==> src/rtl/fifo_burst_pkg.sv <==
`default_nettype none
// ============================================================================
// Module      : fifo_burst_pkg
// Description : Shared types and constants for the FIFO burst reader.
//               rd_state_t  - burst reader FSM state encoding
//               BUF_DEPTH   - depth of the read-side skid buffer
//               CNT_WIDTH   - width of the skid buffer occupancy count
// Revision    : 1.0 - initial release
// ============================================================================
package fifo_burst_pkg;

    localparam int BUF_DEPTH = 2;
    localparam int CNT_WIDTH = $clog2(BUF_DEPTH + 1);

    typedef enum logic [1:0] {
        IDLE  = 2'd0,
        READ  = 2'd1,
        DRAIN = 2'd2,
        DONE  = 2'd3
    } rd_state_t;

endpackage : fifo_burst_pkg
`default_nettype wire

==> src/rtl/fifo_rd_skid.sv <==
`default_nettype none
// ============================================================================
// Module      : fifo_rd_skid
// Description : BUF_DEPTH-entry first-in first-out holding buffer that absorbs
//               the FIFO read latency in front of a stalling stream.
//   clk          in   clock, rising edge
//   rst          in   synchronous active-high reset
//   i_push       in   write i_push_data at the tail
//   i_push_data  in   data to write
//   i_pop        in   remove the head entry
//   o_head_data  out  oldest buffered word
//   o_count      out  number of buffered words
// Revision    : 1.0 - initial release
// ============================================================================
module fifo_rd_skid
    import fifo_burst_pkg::*;
#(
    parameter int DATA_WIDTH = 8
) (
    input  logic                  clk,
    input  logic                  rst,
    input  logic                  i_push,
    input  logic [DATA_WIDTH-1:0] i_push_data,
    input  logic                  i_pop,
    output logic [DATA_WIDTH-1:0] o_head_data,
    output logic [CNT_WIDTH-1:0]  o_count
);

    localparam int PTR_WIDTH = (BUF_DEPTH > 1) ? $clog2(BUF_DEPTH) : 1;

    logic [DATA_WIDTH-1:0] r_mem [BUF_DEPTH];
    logic [PTR_WIDTH-1:0]  r_wr_ptr;
    logic [PTR_WIDTH-1:0]  r_rd_ptr;
    logic [CNT_WIDTH-1:0]  r_count;
    logic                  w_pop;
    logic                  w_push;

    // A pop on an empty buffer is meaningless; a push into a full buffer is
    // only legal when the head leaves in the same cycle (its slot is reused).
    assign w_pop  = i_pop && (r_count != '0);
    assign w_push = i_push && ((r_count != CNT_WIDTH'(BUF_DEPTH)) || w_pop);

    always_ff @(posedge clk) begin
        if (rst) begin
            for (int i = 0; i < BUF_DEPTH; i++) begin
                r_mem[i] <= '0;
            end
            r_wr_ptr <= '0;
            r_rd_ptr <= '0;
            r_count  <= '0;
        end else begin
            if (w_push) begin
                r_mem[r_wr_ptr] <= i_push_data;
                r_wr_ptr        <= (r_wr_ptr == PTR_WIDTH'(BUF_DEPTH - 1)) ? '0 : r_wr_ptr + PTR_WIDTH'(1);
            end
            if (w_pop) begin
                r_rd_ptr <= (r_rd_ptr == PTR_WIDTH'(BUF_DEPTH - 1)) ? '0 : r_rd_ptr + PTR_WIDTH'(1);
            end
            case ({w_push, w_pop})
                2'b10:   r_count <= r_count + CNT_WIDTH'(1);
                2'b01:   r_count <= r_count - CNT_WIDTH'(1);
                default: r_count <= r_count;
            endcase
        end
    end

    assign o_head_data = r_mem[r_rd_ptr];
    assign o_count     = r_count;

endmodule : fifo_rd_skid
`default_nettype wire

==> src/rtl/fifo_burst_reader.sv <==
`default_nettype none
// ============================================================================
// Module      : fifo_burst_reader
// Description : Drains exactly i_Len words from a synchronous FIFO read port
//               (one-cycle read latency) onto a valid/ready stream with a
//               last-word marker, pulsing o_Done once the burst is accepted.
//   i_Clk              in   clock, rising edge
//   i_Reset            in   synchronous active-high reset
//   i_Start            in   burst request, sampled only in IDLE
//   i_Len              in   burst length, captured with i_Start
//   o_Busy             out  high whenever not IDLE
//   o_Done             out  one-cycle pulse after the final word is accepted
//   i_Fifo_Empty       in   FIFO empty flag
//   i_Fifo_Rd_Data     in   FIFO read data
//   i_Fifo_Data_Valid  in   FIFO read data valid (one cycle after a strobe)
//   o_Fifo_Rd_En       out  FIFO read strobe
//   o_Data             out  stream data (buffer head)
//   o_Valid            out  stream valid
//   i_Ready            in   stream ready
//   o_Last             out  marks the final word of the burst
// Revision    : 1.0 - initial release
// ============================================================================
module fifo_burst_reader
    import fifo_burst_pkg::*;
#(
    parameter int DATA_WIDTH = 8,
    parameter int LEN_WIDTH  = 8
) (
    input  logic                  i_Clk,
    input  logic                  i_Reset,
    input  logic                  i_Start,
    input  logic [LEN_WIDTH-1:0]  i_Len,
    output logic                  o_Busy,
    output logic                  o_Done,
    input  logic                  i_Fifo_Empty,
    input  logic [DATA_WIDTH-1:0] i_Fifo_Rd_Data,
    input  logic                  i_Fifo_Data_Valid,
    output logic                  o_Fifo_Rd_En,
    output logic [DATA_WIDTH-1:0] o_Data,
    output logic                  o_Valid,
    input  logic                  i_Ready,
    output logic                  o_Last
);

    localparam int SUM_WIDTH = CNT_WIDTH + 1;

    rd_state_t             r_state;
    rd_state_t             w_state_next;
    logic [LEN_WIDTH-1:0]  r_len;
    logic [LEN_WIDTH-1:0]  r_issued;
    logic [LEN_WIDTH-1:0]  r_accepted;
    logic                  r_inflight;
    logic                  r_busy;
    logic                  r_done;

    logic [CNT_WIDTH-1:0]  w_count;
    logic [SUM_WIDTH-1:0]  w_credit_sum;
    logic                  w_credit_ok;
    logic                  w_pop;
    logic                  w_push;
    logic                  w_at_last;
    logic                  w_final_pop;
    logic                  w_rd_en;
    logic                  w_start;

    // ------------------------------------------------------------------------
    // Skid buffer: only data that answers one of our own strobes is accepted,
    // so stray valids (e.g. after a reset mid-burst) are dropped.
    // ------------------------------------------------------------------------
    assign w_push = i_Fifo_Data_Valid && r_inflight;

    fifo_rd_skid #(
        .DATA_WIDTH (DATA_WIDTH)
    ) u_skid (
        .clk         (i_Clk),
        .rst         (i_Reset),
        .i_push      (w_push),
        .i_push_data (i_Fifo_Rd_Data),
        .i_pop       (w_pop),
        .o_head_data (o_Data),
        .o_count     (w_count)
    );

    assign o_Valid     = (w_count != '0);
    assign w_pop       = o_Valid && i_Ready;
    assign w_at_last   = (r_accepted == (r_len - LEN_WIDTH'(1)));
    assign o_Last      = o_Valid && w_at_last;
    assign w_final_pop = w_pop && w_at_last;
    assign w_start     = (r_state == IDLE) && i_Start;

    // Words buffered plus the one possibly in flight, less the one leaving
    // this cycle, must leave room for the word a new strobe would bring back.
    assign w_credit_sum = SUM_WIDTH'(w_count) + SUM_WIDTH'(r_inflight) - SUM_WIDTH'(w_pop);
    assign w_credit_ok  = (w_credit_sum < SUM_WIDTH'(BUF_DEPTH));

    // ------------------------------------------------------------------------
    // Next-state and read strobe
    // ------------------------------------------------------------------------
    always_comb begin
        w_state_next = r_state;
        w_rd_en      = 1'b0;
        case (r_state)
            IDLE: begin
                if (i_Start) begin
                    w_state_next = (i_Len == '0) ? DONE : READ;
                end
            end
            READ: begin
                w_rd_en = !i_Fifo_Empty && (r_issued < r_len) && w_credit_ok;
                if (w_final_pop) begin
                    w_state_next = DONE;
                end else if (w_rd_en && ((r_issued + LEN_WIDTH'(1)) == r_len)) begin
                    w_state_next = DRAIN;
                end
            end
            DRAIN: begin
                if (w_final_pop) begin
                    w_state_next = DONE;
                end
            end
            DONE: begin
                w_state_next = IDLE;
            end
            default: begin
                w_state_next = IDLE;
            end
        endcase
    end

    assign o_Fifo_Rd_En = w_rd_en;

    // ------------------------------------------------------------------------
    // State, counters and registered status outputs
    // ------------------------------------------------------------------------
    always_ff @(posedge i_Clk) begin
        if (i_Reset) begin
            r_state    <= IDLE;
            r_len      <= '0;
            r_issued   <= '0;
            r_accepted <= '0;
            r_inflight <= 1'b0;
            r_busy     <= 1'b0;
            r_done     <= 1'b0;
        end else begin
            r_state    <= w_state_next;
            r_inflight <= w_rd_en;
            r_busy     <= (w_state_next != IDLE);
            r_done     <= (w_state_next == DONE);
            if (w_start) begin
                r_len      <= i_Len;
                r_issued   <= '0;
                r_accepted <= '0;
            end else begin
                if (w_rd_en) begin
                    r_issued <= r_issued + LEN_WIDTH'(1);
                end
                if (w_pop) begin
                    r_accepted <= r_accepted + LEN_WIDTH'(1);
                end
            end
        end
    end

    assign o_Busy = r_busy;
    assign o_Done = r_done;

endmodule : fifo_burst_reader
`default_nettype wire

==> config.mk <==
export PLATFORM = sky130hd
export DESIGN_NAME = fifo_burst_reader
export DESIGN_NICKNAME = d
export VERILOG_FILES = /design/src/rtl/fifo_burst_pkg.sv /design/src/rtl/fifo_rd_skid.sv /design/src/rtl/fifo_burst_reader.sv
export SDC_FILE = /design/constraint.sdc
export NUM_CORES = 1
export LEC_CHECK = 0
export BUFFER_PORTS_ARGS = -buffer_cell sky130_fd_sc_hd__buf_2
export CAP_MARGIN = 5
export CORE_ASPECT_RATIO = 0.8
export CORE_UTILIZATION = 58
export DETAILED_ROUTE_END_ITERATION = 16
export PLACE_DENSITY = 0.8
export SETUP_SLACK_MARGIN = 0.2
export SYNTH_ARGS = -nofsm -noshare
export SYNTH_HDL_FRONTEND = slang
export SYNTH_SLANG_ARGS = --single-unit
==> constraint.sdc <==
create_clock -name i_Clk -period 4.3 [get_ports i_Clk]
set_input_delay 0.86 -clock i_Clk [delete_from_list [all_inputs] [get_ports i_Clk]]
set_output_delay 0.86 -clock i_Clk [all_outputs]
set_load 0.05 [all_outputs]
After elaboration in Yosys (flattened, before gate mapping)
Memory sizes are Yosys's and may differ from the RTL's. A register that Yosys moved wholly into a read port is not among the register bits.
Index checks and enable logic that the tools add are counted.
- $add $sub $neg: 9
- $lt $le $gt $ge: 2
- equality and inequality tests: 9
- muxes and demuxes: 20
- reductions and logical operators: 19
- operator list (cell ; number):
    8-bit by 1-bit adder with 8-bit output, second input constant ; 2
    8-bit == test ; 2
    1-bit 2-to-1 mux ; 12
    1-bit logical AND ; 10
    2-bit 2-to-1 mux ; 5
    2-bit == test, second input constant ; 4
    8-bit zero test ; 1
    8-bit < comparator ; 1
    8-bit 2-to-1 mux ; 1
    2-bit one-hot mux with 4 select lines ; 1
    8-bit OR reduction ; 1
    8-bit by 1-bit subtractor with 8-bit output, second input constant ; 1
    2-bit nonzero test ; 3
    2-bit by 1-bit == test with 1-bit output, second input constant ; 2
    2-bit one-hot mux with 2 select lines ; 1
    2-bit by 1-bit adder with 3-bit output ; 1
    3-bit by 2-bit < comparator with 1-bit output, second input constant ; 1
    3-bit by 1-bit subtractor with 3-bit output ; 1
    1-bit adder, second input constant ; 2
    2-bit by 1-bit adder with 2-bit output, second input constant ; 1
    2-bit zero test ; 1
    2-bit inequality test, second input constant ; 1
    2-bit OR reduction ; 1
    2-bit by 1-bit subtractor with 2-bit output, second input constant ; 1
    other kinds (2) ; 2
- register bits: 33
- RAM bits: 16
- output and inout port bits: 13
- logic and storage cells: 70
- memories: 1
- memories (memory ; words ; bits a word ; rd ports ; clocked after memory_dff ; write ports ; line ; RTL):
    u_skid.r_mem ; 2 ; 8 ; 1 ; 1 ; 2 ; fifo_rd_skid.sv:31 ; logic [DATA_WIDTH-1:0] r_mem [BUF_DEPTH];

Logic depth before layout (Yosys ltp)
- depth in word-level cells: 10
- depth in mapped cells: 12

Cells and area by module
A second synthesis with hierarchy kept.
- cells, all modules: 298
- area, all modules: 2856.5 um2
- by module, submodules not included (module ; times used ; cells an instance ; area each (um2)):
    fifo_burst_reader ; 1 ; 232 ; 1903.1
    fifo_rd_skid ; 1 ; 66 ; 953.4

Least setup slack after synthesis
OpenSTA, ideal clock, no wires.
- path type: in2out
- from: in i_Ready
- to: out o_Fifo_Rd_En
- data arrival time: 3021 ps
- required time: 3440 ps
- path slack: 419 ps
- stages on the path: 10
- buffers on the path: 2
- path through: and2_1 > clkbuf_1 > ha_1 > nand2b_1 > fa_1 > xnor2_1 > and3_1 > clkbuf_1 > nand3_2 > inv_1
- cells in the longest elaborated chain, start to end: 5
- ends and longest elaborated chain (element ; line ; RTL):
    start, declared ; fifo_burst_reader.sv:41 ; input logic i_Ready,
    1-bit logical AND ; fifo_burst_reader.sv:85 ; assign w_pop = o_Valid && i_Ready;
    net u_skid.i_pop ; fifo_rd_skid.sv:24 ; input logic i_pop,
    3-bit by 1-bit subtractor with 3-bit output ; fifo_burst_reader.sv:93 ; assign w_credit_sum = SUM_WIDTH'(w_count) + SUM_WIDTH'(r_inflight) - SUM_WIDTH'(w_pop);
    3-bit by 2-bit < comparator with 1-bit output ; fifo_burst_reader.sv:94 ; assign w_credit_ok = (w_credit_sum < SUM_WIDTH'(BUF_DEPTH));
    1-bit logical AND ; fifo_burst_reader.sv:109 ; w_rd_en = !i_Fifo_Empty && (r_issued < r_len) && w_credit_ok;
    1-bit 2-to-1 mux ; fifo_burst_reader.sv:102 ; case (r_state)
    end, declared ; fifo_burst_reader.sv:38 ; output logic o_Fifo_Rd_En,
The timed path passes the listed nets, and every way through them passes these cells.

Final worst setup path
- from: reg u_skid.r_count[1] (netlist: u_skid.o_count[1])
- to: out o_Fifo_Rd_En
- cells in the longest elaborated chain, start to end: 6
- elaborated cells on any way between the ends: 7
- ends and longest elaborated chain (element ; line ; RTL):
    start, declared ; fifo_rd_skid.sv:34 ; logic [CNT_WIDTH-1:0] r_count;
    start signal, assigned ; fifo_rd_skid.sv:60 ; 2'b10: r_count <= r_count + CNT_WIDTH'(1);
    start signal, assigned ; fifo_rd_skid.sv:61 ; 2'b01: r_count <= r_count - CNT_WIDTH'(1);
    start signal, assigned ; fifo_rd_skid.sv:62 ; default: r_count <= r_count;
    parallel branches: the longest is 2 deep, another holds 2-bit by 1-bit adder with 3-bit output ; - ;
    3-bit by 1-bit subtractor with 3-bit output * ; fifo_burst_reader.sv:93 ;
    3-bit by 2-bit < comparator with 1-bit output * ; fifo_burst_reader.sv:94 ;
    1-bit logical AND * ; fifo_burst_reader.sv:109 ;
    1-bit 2-to-1 mux * ; fifo_burst_reader.sv:102 ;
Mark *: on every way between the ends.

==> impl_metrics.ini <==
[sta]
tns_ps = 0
tightest_slew_ps = 832
slew-limit-headroom_pct = 44.1
hold_viol = 0
max_freq_ghz = 0.258
final_max_slew_viol_count = 0
rsz0062_at_grt = no
fin_crit_ps = 3880
finalSetupViolations = 0
clock_skew_ps = 7.16
post-route-period-util_pct = 90.2

[clock_network]
postCtsHoldBufs = 0
htreeDepth = 2
cts_setup_buffers = 0
cts_resized = 0
cts_tree = yes
path_clk_slew_ps = 90
cts_root_buf = clkbuf_8
insertion_delay_ps = 310
cts_buffers = 5
cts_sinks = 50
clk_path_buf_depth = 2

[layout]
diodes = 0
seqCellArea_um2 = 1160
area_delta_synth_final_pct = 9.89
fillers = 383
drive_gt1_share_pct = 18.2
multi_input_area_um2 = 1570
nets = 371

[floorplan]
die-area_um2 = 5220
io_pins = 35
fp.dieH_um = 64.8
start_util_pct = 61.5
die_width_um = 80.5
core_area_um2 = 4650
row_count = 22

[drt]
drt-vias-per-instance = 5.64
drtIter0Drc = 153
dr_wl_met3_um = 300
routed_wirelength_um = 5930
num_vias = 2234
ant_nets = 0
dr.max_layer_used = met4
routedWlPerCell_um = 15.0
drc_errors = 0
met2_length_um = 2510
wl_met1_um = 3030
first_pass_iters = 5

[synth]
synth_seq_cells = 50
syn_area_um2 = 2860
ys_seq_area_share_pct = 40.6
yosysTopAreaCellShare_pct = 23.8
syn_nets = 342
yosysTopAreaCell = dfxtp_1
synthFlopType = dfxtp_1
syn_inst = 306
yosys_warnings = 0
yosysMostFrequentCell = dfxtp_1
yosysUniqueCellTypes = 51
yosys-top-cells-count = 34 x dfxtp_1, 28 x nor2_1, 25 x nand2_1
async_flop_share_pct = 0
synth-edff-count = 16
avgSynthCellArea_um2 = 9.34
synthTopCellsByArea = dfxtp_1 24%, edfxtp_1 17%, xor2_1 5.8%

[worst_setup_path]
cp-start-kind = flip-flop
required_ps = 3440
crit_arrival_ps = 3020
worstSetupPathType = flip-flop to primary output
endpoint_kind = primary output
cp_max_fo = 8

[global_routing]
grt_pass1_wl_um = 9700
antenna_found_initial = 0
grt_max_degree = 23
grt-ovfl-total = 0
grt_use_total_pct = 25.1
grt_pass1_vias = 2060

[power_and_ir_drop]
power_density_nw_per_um2 = 307
ir_worst_vdd_mv = 0.271
total_power_mw = 0.966
leakagePower_nw = 1.27

[hold_path]
holdCritPathClass = flip-flop to flip-flop

[placed_design]
dpl.hpwl_um = 4410
place_congestion = 0.876
port_buffers = 34

[run]
maxCapViolCount = 0

[run_status]
status = complete, no violations
-- per-stage QoR --
step | utilization, % | instance area (um2) | setup slack, ps | cells | hold WS [ps]
after detailed placement | 65.4 | 3040 | 501 | 388 | 503
after global routing | 67.5 | 3140 | 254 | 396 | 558
after global placement | 65.4 | 3040 | 553 | 388 | 496
after CTS | 67.5 | 3140 | 416 | 396 | 526
after floorplan | - | 2860 | 419 | 306 | 478
final | 67.5 | 3140 | 422 | 396 | 519
-- cells in the final DEF (no fill, tap or decap), types with 3 or more instances in the layout --
cell,instances
a211oi_1,4
nor3_1,4
nand3_1,10
dfxtp_1,34
mux2_2,8
edfxtp_1,16
buf_2,34
mux2i_1,3
nand4_1,6
nor2_1,28
nand4b_1,3
and4_1,4
ha_1,13
and3_1,6
xnor2_1,12
clkbuf_8,6
xor2_1,19
o21ai_0,7
or2_2,3
and2_1,18
inv_1,16
a21oi_1,14
or3_1,3
nand2b_1,6
nand2_1,25
-- path summary, 6_finish.rpt --
| check | start | end | slack (ps) | cells after the start |
|---|---|---|---|---|
| worst max-delay path | u_skid.o_count[1] | o_Fifo_Rd_En | 420 | 10 |
| worst min-delay path | u_skid.r_rd_ptr | flip-flop | 520 | 2 |
| worst max register to register | u_skid.o_count[1] | r_issued[7] | 1170 | 10 |
| worst min register to register | u_skid.r_rd_ptr | flip-flop | 520 | 2 |
-- state kept, by name, indices dropped and copies added (netlist names), named ones only --
name	count
r_inflight	1
r_len	8
r_issued	8
u_skid.r_wr_ptr	1
o_Done	1
u_skid.o_count	2
u_skid.r_mem	16
o_Busy	1
r_state	2
u_skid.r_rd_ptr	1
r_accepted	8
-- cells by family (layout without fill, tap and decap cells) --
family	count (synthesis)	after routing	synth area share, %
DFF	50	50	40.6
xor gates and xnor gates	31	31	9.50
buffers and inverters	29	59	4.51
and+or+nand+nor	128	128	24.2
muxes	11	11	4.20
adders and majority gates	14	14	6.39
AOI/OAI and AO/OA	43	43	10.5
-- metal layers --
metal	global-route usage (%)	up-vias
met4	9.38	0
met5	0	-
met1	36.5	1039
met3	5.49	10
met2	36.1	55
li1	-	1130
-- power by group --
part	leakage (nW)	switching (mW)	internal [mW]
clock network	0.0478	0.162	0.133
registers	0.441	0.0182	0.501
logic	0.786	0.0954	0.0572
-- critical path, stage by stage (launching register included) --
cell,delay [ps]
dfxtp_1,380
or2_2,330
and2_1,180
ha_1,260
nand2b_1,150
fa_1,370
xnor2_1,140
and3_1,310
nand3_2,240
inv_1,90
buf_2,260
-- final cells by class --
| type | instances | share of cell area (%) |
|---|---|---|
| inverters | 16 | 1.91 |
| clock inverters | 2 | 0.518 |
| multi-input cells | 227 | 49.9 |
| flip-flops and latches | 50 | 37.0 |
| repair buffers | 35 | 5.66 |
| clock buffers | 6 | 2.63 |
| well taps | 60 | 2.39 |
No activity file was read; power rests on OpenSTA's default activity.
